## config.mk

```make
export PLATFORM = sky130hd
export DESIGN_NAME = spi_responder
export DESIGN_NICKNAME = d
export VERILOG_FILES = /design/src/rtl/spi_responder.sv
export SDC_FILE = /design/constraint.sdc
export NUM_CORES = 1
export LEC_CHECK = 0
export ABC_AREA = 1
export CORE_AREA = 2 2 62 87
export CTS_CLUSTER_SIZE = 12
export DETAILED_ROUTE_END_ITERATION = 6
export DIE_AREA = 0 0 64 89
export HOLD_SLACK_MARGIN = 0.1
export PLACE_DENSITY = 0.72
export RECOVER_POWER = 50
export SLEW_MARGIN = 20
export SYNTH_ARGS = -nofsm -noshare
export SYNTH_HDL_FRONTEND = slang
export SYNTH_SLANG_ARGS = --single-unit
```

## constraint.sdc

```tcl
create_clock -name i_clock -period 4.1 [get_ports i_clock]
set_clock_uncertainty 0.05 [all_clocks]
set_input_delay 1.025 -clock i_clock [delete_from_list [all_inputs] [get_ports i_clock]]
set_output_delay 1.025 -clock i_clock [all_outputs]
set_load 0.01 [all_outputs]
```

## src/rtl/spi_responder.sv

```systemverilog
// SPI mode-0 responder: 16-bit frames (R/W, 7-bit address, 8-bit data), MSB first.
// All SPI inputs are oversampled on i_clock through SYNC_STAGES-deep synchronisers.
// Optional 16x8 register file at 0x00-0x0F, built when SPI_RESPONDER_REGFILE_EN is defined.
module spi_responder #(
   parameter logic [7:0] WHOAMI_VALUE = 8'h5A,
   parameter int         SYNC_STAGES  = 2
) (
   input  logic       i_clock,
   input  logic       i_reset,
   input  logic       i_sclk,
   input  logic       i_cs_n,
   input  logic       i_mosi,
   output logic       o_miso,
   output logic       o_miso_oe,
   output logic       o_wr_valid,
   output logic [6:0] o_wr_addr,
   output logic [7:0] o_wr_data,
   output logic       o_rd_strobe,
   output logic       o_frame_error,
   output logic       o_busy
);

   typedef enum logic [1:0] {IDLE, ADDR, DATA, HOLD} state_t;

   state_t                 state, state_nx;
   logic [SYNC_STAGES-1:0] sclk_sync, cs_sync, mosi_sync, flush;
   logic                   sclk_d, cs_d, armed;
   logic                   sclk_s, cs_s, mosi_s;
   logic                   sclk_rise, sclk_fall, cs_fall;
   logic [3:0]             cnt;
   logic [6:0]             sh;
   logic                   rw;
   logic [6:0]             addr;
   logic [7:0]             tx;
   logic [6:0]             rd_addr;
   logic [7:0]             rd_byte, reg_rd;
   logic                   bit_rise, rd_fire, wr_fire, err_fire;

   assign sclk_s    = sclk_sync[SYNC_STAGES-1];
   assign cs_s      = cs_sync[SYNC_STAGES-1];
   assign mosi_s    = mosi_sync[SYNC_STAGES-1];
   assign sclk_rise = sclk_s & ~sclk_d;
   assign sclk_fall = ~sclk_s & sclk_d;
   // A CS fall only counts once CS has been seen high on real (post-reset) samples,
   // so a frame already in progress when reset is released is ignored.
   assign cs_fall   = armed & cs_d & ~cs_s;
   // Address byte as it stands on the 8th rising edge: bit 15 sits in sh[6].
   assign rd_addr   = {sh[5:0], mosi_s};

   // Synchronisers, edge-detect history and the post-reset arming flag
   always_ff @(posedge i_clock) begin
      if (!i_reset) begin
         sclk_sync <= '0;
         cs_sync   <= '1;
         mosi_sync <= '0;
         flush     <= '0;
         sclk_d    <= 1'b0;
         cs_d      <= 1'b1;
         armed     <= 1'b0;
      end else begin
         sclk_sync <= {sclk_sync[SYNC_STAGES-2:0], i_sclk};
         cs_sync   <= {cs_sync[SYNC_STAGES-2:0], i_cs_n};
         mosi_sync <= {mosi_sync[SYNC_STAGES-2:0], i_mosi};
         flush     <= {flush[SYNC_STAGES-2:0], 1'b1};
         sclk_d    <= sclk_s;
         cs_d      <= cs_s;
         armed     <= armed | (flush[SYNC_STAGES-1] & cs_s);
      end
   end

   // State register
   always_ff @(posedge i_clock) begin
      if (!i_reset) state <= IDLE;
      else          state <= state_nx;
   end

   // Next-state logic; CS always wins over a coincident SCLK edge
   always_comb begin
      state_nx = state;
      case (state)
         IDLE: if (cs_fall) state_nx = ADDR;
         ADDR: if (cs_s) state_nx = IDLE;
               else if (sclk_rise && cnt == 4'd7) state_nx = DATA;
         DATA: if (cs_s) state_nx = IDLE;
               else if (sclk_rise && cnt == 4'd15) state_nx = HOLD;
         HOLD: if (cs_s) state_nx = IDLE;
         default: state_nx = IDLE;
      endcase
   end

   // State-decoded outputs and single-cycle event strobes
   always_comb begin
      o_busy    = (state != IDLE);
      o_miso_oe = (state != IDLE) & ~cs_s;
      bit_rise  = (state == ADDR || state == DATA) && !cs_s && sclk_rise;
      rd_fire   = bit_rise && state == ADDR && cnt == 4'd7 && sh[6];
      wr_fire   = bit_rise && state == DATA && cnt == 4'd15 && !rw;
      err_fire  = cs_s && ((state == ADDR && cnt != 4'd0) || state == DATA);
   end

`ifdef SPI_RESPONDER_REGFILE_EN
   logic [7:0] regs [16];

   // Register file: committed on the same edge that raises o_wr_valid
   always_ff @(posedge i_clock) begin
      if (!i_reset) begin
         for (int i = 0; i < 16; i++) regs[i] <= 8'h00;
      end else if (wr_fire && addr[6:4] == 3'd0) begin
         regs[addr[3:0]] <= {sh, mosi_s};
      end
   end

   assign reg_rd = regs[rd_addr[3:0]];
`else
   assign reg_rd = 8'h00;
`endif

   // Read map
   always_comb begin
      rd_byte = 8'h00;
      if (rd_addr == 7'h78)          rd_byte = WHOAMI_VALUE;
      else if (rd_addr[6:4] == 3'd0) rd_byte = reg_rd;
   end

   // Frame datapath: shift-in, address latch, shift-out and output pulses
   always_ff @(posedge i_clock) begin
      if (!i_reset) begin
         cnt           <= '0;
         sh            <= '0;
         rw            <= 1'b0;
         addr          <= '0;
         tx            <= '0;
         o_miso        <= 1'b0;
         o_wr_valid    <= 1'b0;
         o_rd_strobe   <= 1'b0;
         o_frame_error <= 1'b0;
         o_wr_addr     <= '0;
         o_wr_data     <= '0;
      end else begin
         o_wr_valid    <= wr_fire;
         o_rd_strobe   <= rd_fire;
         o_frame_error <= err_fire;
         if (state == IDLE && cs_fall) cnt <= '0;
         if (bit_rise) begin
            sh  <= {sh[5:0], mosi_s};
            cnt <= cnt + 4'd1;
         end
         if (bit_rise && state == ADDR && cnt == 4'd7) begin
            rw   <= sh[6];
            addr <= rd_addr;
            tx   <= sh[6] ? rd_byte : 8'h00;
         end
         if (wr_fire) begin
            o_wr_addr <= addr;
            o_wr_data <= {sh, mosi_s};
         end
         // MISO carries read data only while in DATA; it is held low otherwise
         if (state == DATA && !cs_s) begin
            if (sclk_fall) begin
               o_miso <= rw & tx[7];
               tx     <= {tx[6:0], 1'b0};
            end
         end else begin
            o_miso <= 1'b0;
         end
      end
   end

endmodule

```

==> summary.txt, run 1 <==
Synth
  • Post-synthesis register bit count: slightly below 60
  • Synthesized cell area: ~2300 um^2
  • Sequential share of the synthesized area: 0.506
  • Largest family of logic cells by synthesized area: simple AND/OR/NAND/NOR gates
  • Post-synthesis net count: approximately 310
  • Post-synthesis compound-gate area fraction: 0.152
  • Largest area contributor in the netlist: dfxtp_1
  • Mean Syn Cell Area: just under 8 um^2
  • Top cells by area, synth: dfxtp_1 (51%), nor2_1 (8.5%), nand2_1 (7.1%)
  • Synth unique cells: 27
  • Synth warnings: 0
  • Mux cell area share after synthesis: 0
  • Syn Inst Count: 300
  • Synth Area in Simple Gates: 0.222
  • Share of the synthesized area in the top cell type: 0.506
  • Post-synthesis adder-cell area fraction: 0.0375
  • Area share of xor/xnor cells in the synthesized design: 0.00375

STA
  • Hold WS: between 0.3 and 0.4 ns
  • Worst slew margin: 0.395
  • Fin crit period: roughly 2.7 ns
  • Hold Violations, Final: 0
  • Maximum clock rate: 365 MHz
  • Setup total negative slack: 0 ns
  • Worst-Margin Slew: around 0.9 ns
  • Final setup viols: 0
  • Max-slew violations: 0
  • Final critical-path share of the clock period: 0.668
  • Unrepaired setup endpoints after global routing: false

Final layout
  • Util after Layout: 0.578
  • Layout area overhead: 19.8%
  • Most frequent cells in the layout: dfxtp_1 (59), nor2_1 (53), nand2_1 (44)
  • Nets@finish: between 300 and 400
  • Most common cell after layout, fill and taps aside: dfxtp_1
  • Final instance area: between 2000 and 3000 um^2
  • Share of cells above drive strength 1: 0.0813
  • # diodes: 0

Routing
  • 1st-iter DRT viols: 97
  • Routed vias/inst: 4.80
  • Routed Wire Length: around 4300 um
  • Antenna-violating nets left: 0
  • Via Count: around 1900
  • DR WL/cell: approximately 11 um
  • Pre-Repair DR Iteration Count: 4
  • DRC: 0

Clocking
  • Clock Root Buffer: clkbuf_8
  • CTS Buf Count: 9
  • Post-CTS Resized: 0
  • TritonCTS clock tree: done
  • H-tree depth: 3
  • CTS Sinks: 59
  • Post-CTS Hold Fix Bufs: 0
  • Worst-path clk slew: 0.06 ns
  • Clk buf depth: 2
  • Skew-Pair Late Insertion Delay: around 0.33 ns
  • Setup bufs post-CTS: 0

Floorplan
  • Die area: approximately 5700 um^2
  • IO Count: 26
  • Die extent in x: between 60 and 70 um
  • Row cnt: 30
  • Die Ht: 89 um
  • CORE AREA: about 4800 um^2
  • Starting Density: 0.482

Power
  • Pwr Density: about 420 nW/um^2
  • Leakage: 1.33 nW
  • Worst VDD drop: 192 uV

Global routing
  • Largest net degree at the start of global routing: 33
  • Total GRT Usage: 0.179
  • First-pass GRT wire length: 7860 um
  • Vias in the first global route: around 1800
  • GRT Residual Overflow: 0
  • Initial antenna violation count: 0

Critical path
  • Crit Path Class: flop to output port
  • Worst r2r path cells: 9
  • Max FO, Critical Path: 4
  • Worst setup EP type: output port
  • CP startpoint kind: flop
  • Reg-to-reg setup timing slack: approximately 1.8 ns
  • Arr. time, crit path: between 1.5 and 2 ns
  • Worst Path Required: ~3 ns

Worst hold path
  • Hold Crit Depth: 2
  • Worst min path class: flop to flop

Place
  • Dpl cell area: about 2600 um^2
  • HPWL Detailed: 3000 um
  • Gpl congestion: around 0.76
  • PortBufs: 25

Status
  • Outcome: completed

Flow run
  • Max cap viols: 0
[synth_stat cells]
| library cell | instances |
|---|---|
| nand2_2 | 1 |
| nand2_1 | 44 |
| nand3_2 | 1 |
| dfxtp_1 | 59 |
| buf_2 | 4 |
| nor2_8 | 1 |
| nor2_1 | 53 |
| o21ai_1 | 10 |
| clkinv_2 | 1 |
| nand4_1 | 3 |
| nor3_1 | 1 |
| a31o_2 | 1 |
| buf_6 | 1 |
| xnor2_1 | 1 |
| o21ai_0 | 30 |
| clkbuf_1 | 4 |
| buf_4 | 2 |
| a211oi_1 | 1 |
| ha_1 | 7 |
| nand3_1 | 11 |
| a21boi_0 | 1 |
| inv_1 | 32 |
| nor4_1 | 1 |
| or2_4 | 1 |
| nand2_4 | 1 |
| a21oi_1 | 26 |
| or2_2 | 2 |
[path summary, 6_finish.rpt]
kind	to	start
min reg2reg	flush[1]$_SDFF_PN0_	flush[0]$_DFF_P_
max	o_miso_oe	state[0]$_SDFFE_PN0P_
min	flush[1]$_SDFF_PN0_	flush[0]$_DFF_P_
max reg2reg	cnt[1]$_SDFFE_PN0P_	state[0]$_SDFFE_PN0P_
[layer usage]
layer | part of all wire | vias up | global-route usage | wire length, um
met3 | 0.042 | 9 | 0.0605 | 181
met5 | 0 | - | 0 | 0
met1 | 0.47 | 831 | 0.206 | 2020
met2 | 0.47 | 46 | 0.299 | 2050
li1 | - | 1016 | - | -
met4 | 0.020 | 0 | 0.0889 | 87
[area by class of cell]
type                       instances  area [um^2]
sequential                        59         1180
timing repair buffer              27          265
fill                             436         2040
multi-input combinational        197          968
clock inverter                     5         27.5
tap                               64         80.1
clock buffer                      11          151
inverter                          33          125
[critical path: stages (launching register included)]
cell,delay (ns)
dfxtp_1,0.36
inv_1,0.10
ha_1,0.25
nor2_1,0.09
clkdlybuf4s50_1,0.53
[power by group]
part	internal, W	switching (W)
logic	0.0000475	0.0000715
registers	0.000588	0.00000965
clock network	0.000247	0.000215
[flip-flops by register name, indices dropped and copies added (netlist names)]
signal	cells
cs_d	1
sclk_sync	2
o_wr_addr	7
cnt	4
sh	7
o_miso	1
state	2
rw	1
mosi_sync	2
cs_sync	2
sclk_d	1
armed	1
flush	2
o_wr_data	8
o_rd_strobe	1
o_wr_valid	1
o_frame_error	1
addr	7
tx	8
[logic make-up after synthesis]
logic type,count (synthesis)
simple gates,120
compound gates,69
flops,59
buf+inv,44
fa+ha+maj,7
xor+xnor,1
[through the flow]
stage,worst slack [ns],std cells,power (W)
floorplan,2.22,300,0.000692
CTS,1.34,396,0.00120
detailed placement,1.15,380,0.000732
global placement,1.20,380,0.000729
global route,1.23,396,0.00124
finish,1.36,396,0.00118
Power figures use the tool's default switching activity.
==> inputs of run 2 (changes only) <==
==> constraint.sdc (replaced) <==
create_clock -name i_clock -period 2.86 [get_ports i_clock]
set_clock_uncertainty 0.05 [all_clocks]
set_input_delay 0.715 -clock i_clock [delete_from_list [all_inputs] [get_ports i_clock]]
set_output_delay 0.715 -clock i_clock [all_outputs]
set_load 0.01 [all_outputs]
==> run 2 against run 1 <==
Compared with the run above:
- critical path depth stayed put
- final area is 0.80% higher
- worst setup slack worse by 0.96 ns
- utilization is 0.47 points higher
- clock power is 76% higher
- cell count is 0.25% higher
- global-route usage is 0.11 points higher
- count of clock-buffer cells in the layout is 2 lower
- combinational power is 45% higher
- power is 56% higher
==> summary.txt, run 2 (synthesis results as in run 1) <==
Critical path
  • CP startpoint kind: flop (unchanged)
  • Max FO, Critical Path: 4 (unchanged)
  • Path length in cells of the critical path: 4 (unchanged)
  • Reg2reg end: o_wr_data[3]$_SDFFE_PN0P_ (was cnt[1]$_SDFFE_PN0P_)
  • CP cell instances: inv_1 -> ha_1 -> nor2_1 -> clkdlybuf4s50_1 (unchanged)
  • Worst setup EP type: output port (unchanged)
  • Top Family by Delay on Critical Path: buffers and inverters (unchanged)
  • Worst Path Required: 2.10 ns (was 3.02 ns)
  • Arr. time, crit path: 1.69 ns (was 1.66 ns)
  • Crit Path Class: flop to output port (unchanged)
  • Crit-path max cell delay: 0.54 ns (was 0.53 ns)
  • Worst r2r path cells: 8 (was 9)
  • WP buf/inv: 2 (unchanged)
  • Slowest-stage cell, CP: clkdlybuf4s50_1 (unchanged)
  • Worst Setup SP: state[0]$_SDFFE_PN0P_ (unchanged)
  • Reg-to-reg setup timing slack: 0.64 ns (was 1.78 ns)
  • CP endpoint: o_miso_oe (unchanged)
  • FF-to-FF Start: state[0]$_SDFFE_PN0P_ (unchanged)

Routing
  • Pre-Repair DR Iteration Count: 4 (unchanged)
  • DR WL/cell: 11.2 um (was 11.0 um)
  • Routed Wire Length: 4440 um (was 4340 um)
  • 1st-iter DRT viols: 80 (was 97)
  • Antenna-violating nets left: 0 (unchanged)
  • DRC: 0 (unchanged)
  • Via Count: 1932 (was 1902)
  • Routed vias/inst: 4.87 (was 4.80)

Status
  • Outcome: completed (unchanged)

Final layout
  • Most common cell after layout, fill and taps aside: dfxtp_1 (unchanged)
  • Nets@finish: 340 (was 339)
  • Filler Cell Count: 450 (was 436)
  • Most frequent cells in the layout: dfxtp_1 (59), nor2_1 (53), nand2_1 (45) (was dfxtp_1 (59), nor2_1 (53), nand2_1 (44))
  • Layout area overhead: 20.8% (was 19.8%)
  • Util after Layout: 0.583 (was 0.578)
  • # diodes: 0 (unchanged)
  • Share of cells above drive strength 1: 0.0781 (was 0.0813)
  • Top flop regs: o_wr_data (8), tx (8) (unchanged)

Clocking
  • Post-CTS Resized: 0 (unchanged)
  • CTS Buf Count: 9 (unchanged)
  • Clock Root Buffer: clkbuf_8 (unchanged)
  • CTS Sinks: 59 (unchanged)
  • Worst-path clk slew: 0.06 ns (about the same)
  • Skew-Pair Late Insertion Delay: 0.34 ns (was 0.33 ns)
  • H-tree depth: 3 (unchanged)
  • Post-CTS Hold Fix Bufs: 0 (unchanged)
  • Clk buf depth: 2 (unchanged)
  • TritonCTS clock tree: done (unchanged)
  • Setup bufs post-CTS: 0 (unchanged)

Global routing
  • Initial antenna violation count: 0 (unchanged)
  • GRT Residual Overflow: 0 (unchanged)
  • Vias in the first global route: 1878 (was 1810)
  • First-pass GRT wire length: 7980 um (was 7860 um)
  • Total GRT Usage: 0.180 (was 0.179)
  • Largest net degree at the start of global routing: 50 (was 33)

Floorplan
  • Die area: 5700 um^2 (unchanged)
  • Row cnt: 30 (unchanged)
  • CORE AREA: 4840 um^2 (unchanged)
  • Starting Density: 0.482 (unchanged)
  • Die Ht: 89 um (unchanged)
  • Die extent in x: 64 um (unchanged)
  • IO Count: 26 (unchanged)

STA
  • Fin crit period: between 2 and 2.5 ns
  • Maximum clock rate: roughly 400 MHz
  • Unrepaired setup endpoints after global routing: false (unchanged)
  • Max-slew violations: 0 (unchanged)
  • Setup WS post-layout: 0.406 ns (was 1.36 ns)
  • Setup total negative slack: 0 ns (unchanged)
  • Worst-Margin Slew: 0.762 ns (was 0.905 ns)
  • Worst slew margin: 0.492 (was 0.395)
  • Final critical-path share of the clock period: 0.858
  • Final setup viols: 0 (unchanged)
  • Hold Violations, Final: 0 (unchanged)

Place
  • PortBufs: 25 (unchanged)
  • HPWL Detailed: 3070 um (was 3000 um)
  • Gpl congestion: 0.756 (was 0.762)
  • Dpl ws: 0.762 ns (was 1.15 ns)

Worst hold path
  • Worst min path class: flop to flop (unchanged)

Power
  • Pwr Density: 654 nW/um^2 (was 421 nW/um^2)
  • Leakage: 1.26 nW (was 1.33 nW)
  • Worst VDD drop: 298 uV (was 192 uV)

Flow run
  • Max cap viols: 0 (unchanged)
-- run 2: worst min path at each step --
stage,slack (ns),depth (start not counted),end,from
final,0.36,2,flush[1]$_SDFF_PN0_,flush[0]$_DFF_P_
after global routing,0.37,1,cs_sync[1]$_SDFF_PN1_,cs_sync[0]$_SDFF_PN1_
after CTS,0.36,2,flush[1]$_SDFF_PN0_,flush[0]$_DFF_P_
after detailed placement,0.35,2,flush[1]$_SDFF_PN0_,flush[0]$_DFF_P_
after global placement,0.34,2,sclk_sync[1]$_SDFF_PN0_,sclk_sync[0]$_SDFF_PN0_
after floorplan,0.34,2,flush[1]$_SDFF_PN0_,flush[0]$_DFF_P_
-- run 2: stage by stage --
step / power (W) / instance area, um^2 / hold WS [ns] / std cells
6_report: 0.00185 / 2820 / 0.356 / 397
5_1_grt: 0.00193 / 2820 / 0.374 / 397
4_1_cts: 0.00187 / 2840 / 0.359 / 397
3_5_place_dp: 0.00105 / 2630 / 0.348 / 381
3_3_place_gp: 0.00105 / 2630 / 0.343 / 381
2_1_floorplan: 0.000991 / 2340 / 0.340 / 300
-- run 2: area by class of cell --
| type | instances | area, um^2 | share of cell area |
|---|---|---|---|
| well taps | 64 | 80.1 | 0.0284 |
| multi-input cells | 197 | 950 | 0.337 |
| inverters | 33 | 125 | 0.0443 |
| clock inverters | 7 | 91.3 | 0.0324 |
| flip-flops and latches | 59 | 1180 | 0.419 |
| repair buffers | 28 | 270 | 0.0958 |
| clock buffers | 9 | 124 | 0.0439 |
-- run 2: power by group --
part           internal [W]  switching (W)  total (W)
logic             0.0000679       0.000104   0.000172
registers          0.000843      0.0000142   0.000857
clock network      0.000488       0.000328   0.000816
total               0.00140       0.000447    0.00185
-- run 2: layer usage --
metal  share of wire  vias to the layer above  routed length (um)  GRT usage
li1                -                     1015                   -          -
met4           0.023                        0                 101     0.0929
met2            0.49                       34                2200      0.335
met5               0                        -                   0          0
met3           0.036                       10                 159     0.0491
met1            0.45                      873                1980      0.184
-- run 2: worst register-to-register path: cells and delay by family (launching register included) --
kind                       cells  cell delay [ns]
and+or+nand+nor                5             1.20
DFF                            1             0.33
buffers and inverters          1             0.12
adders and majority gates      1             0.18
AOI/OAI and AO/OA              1             0.23
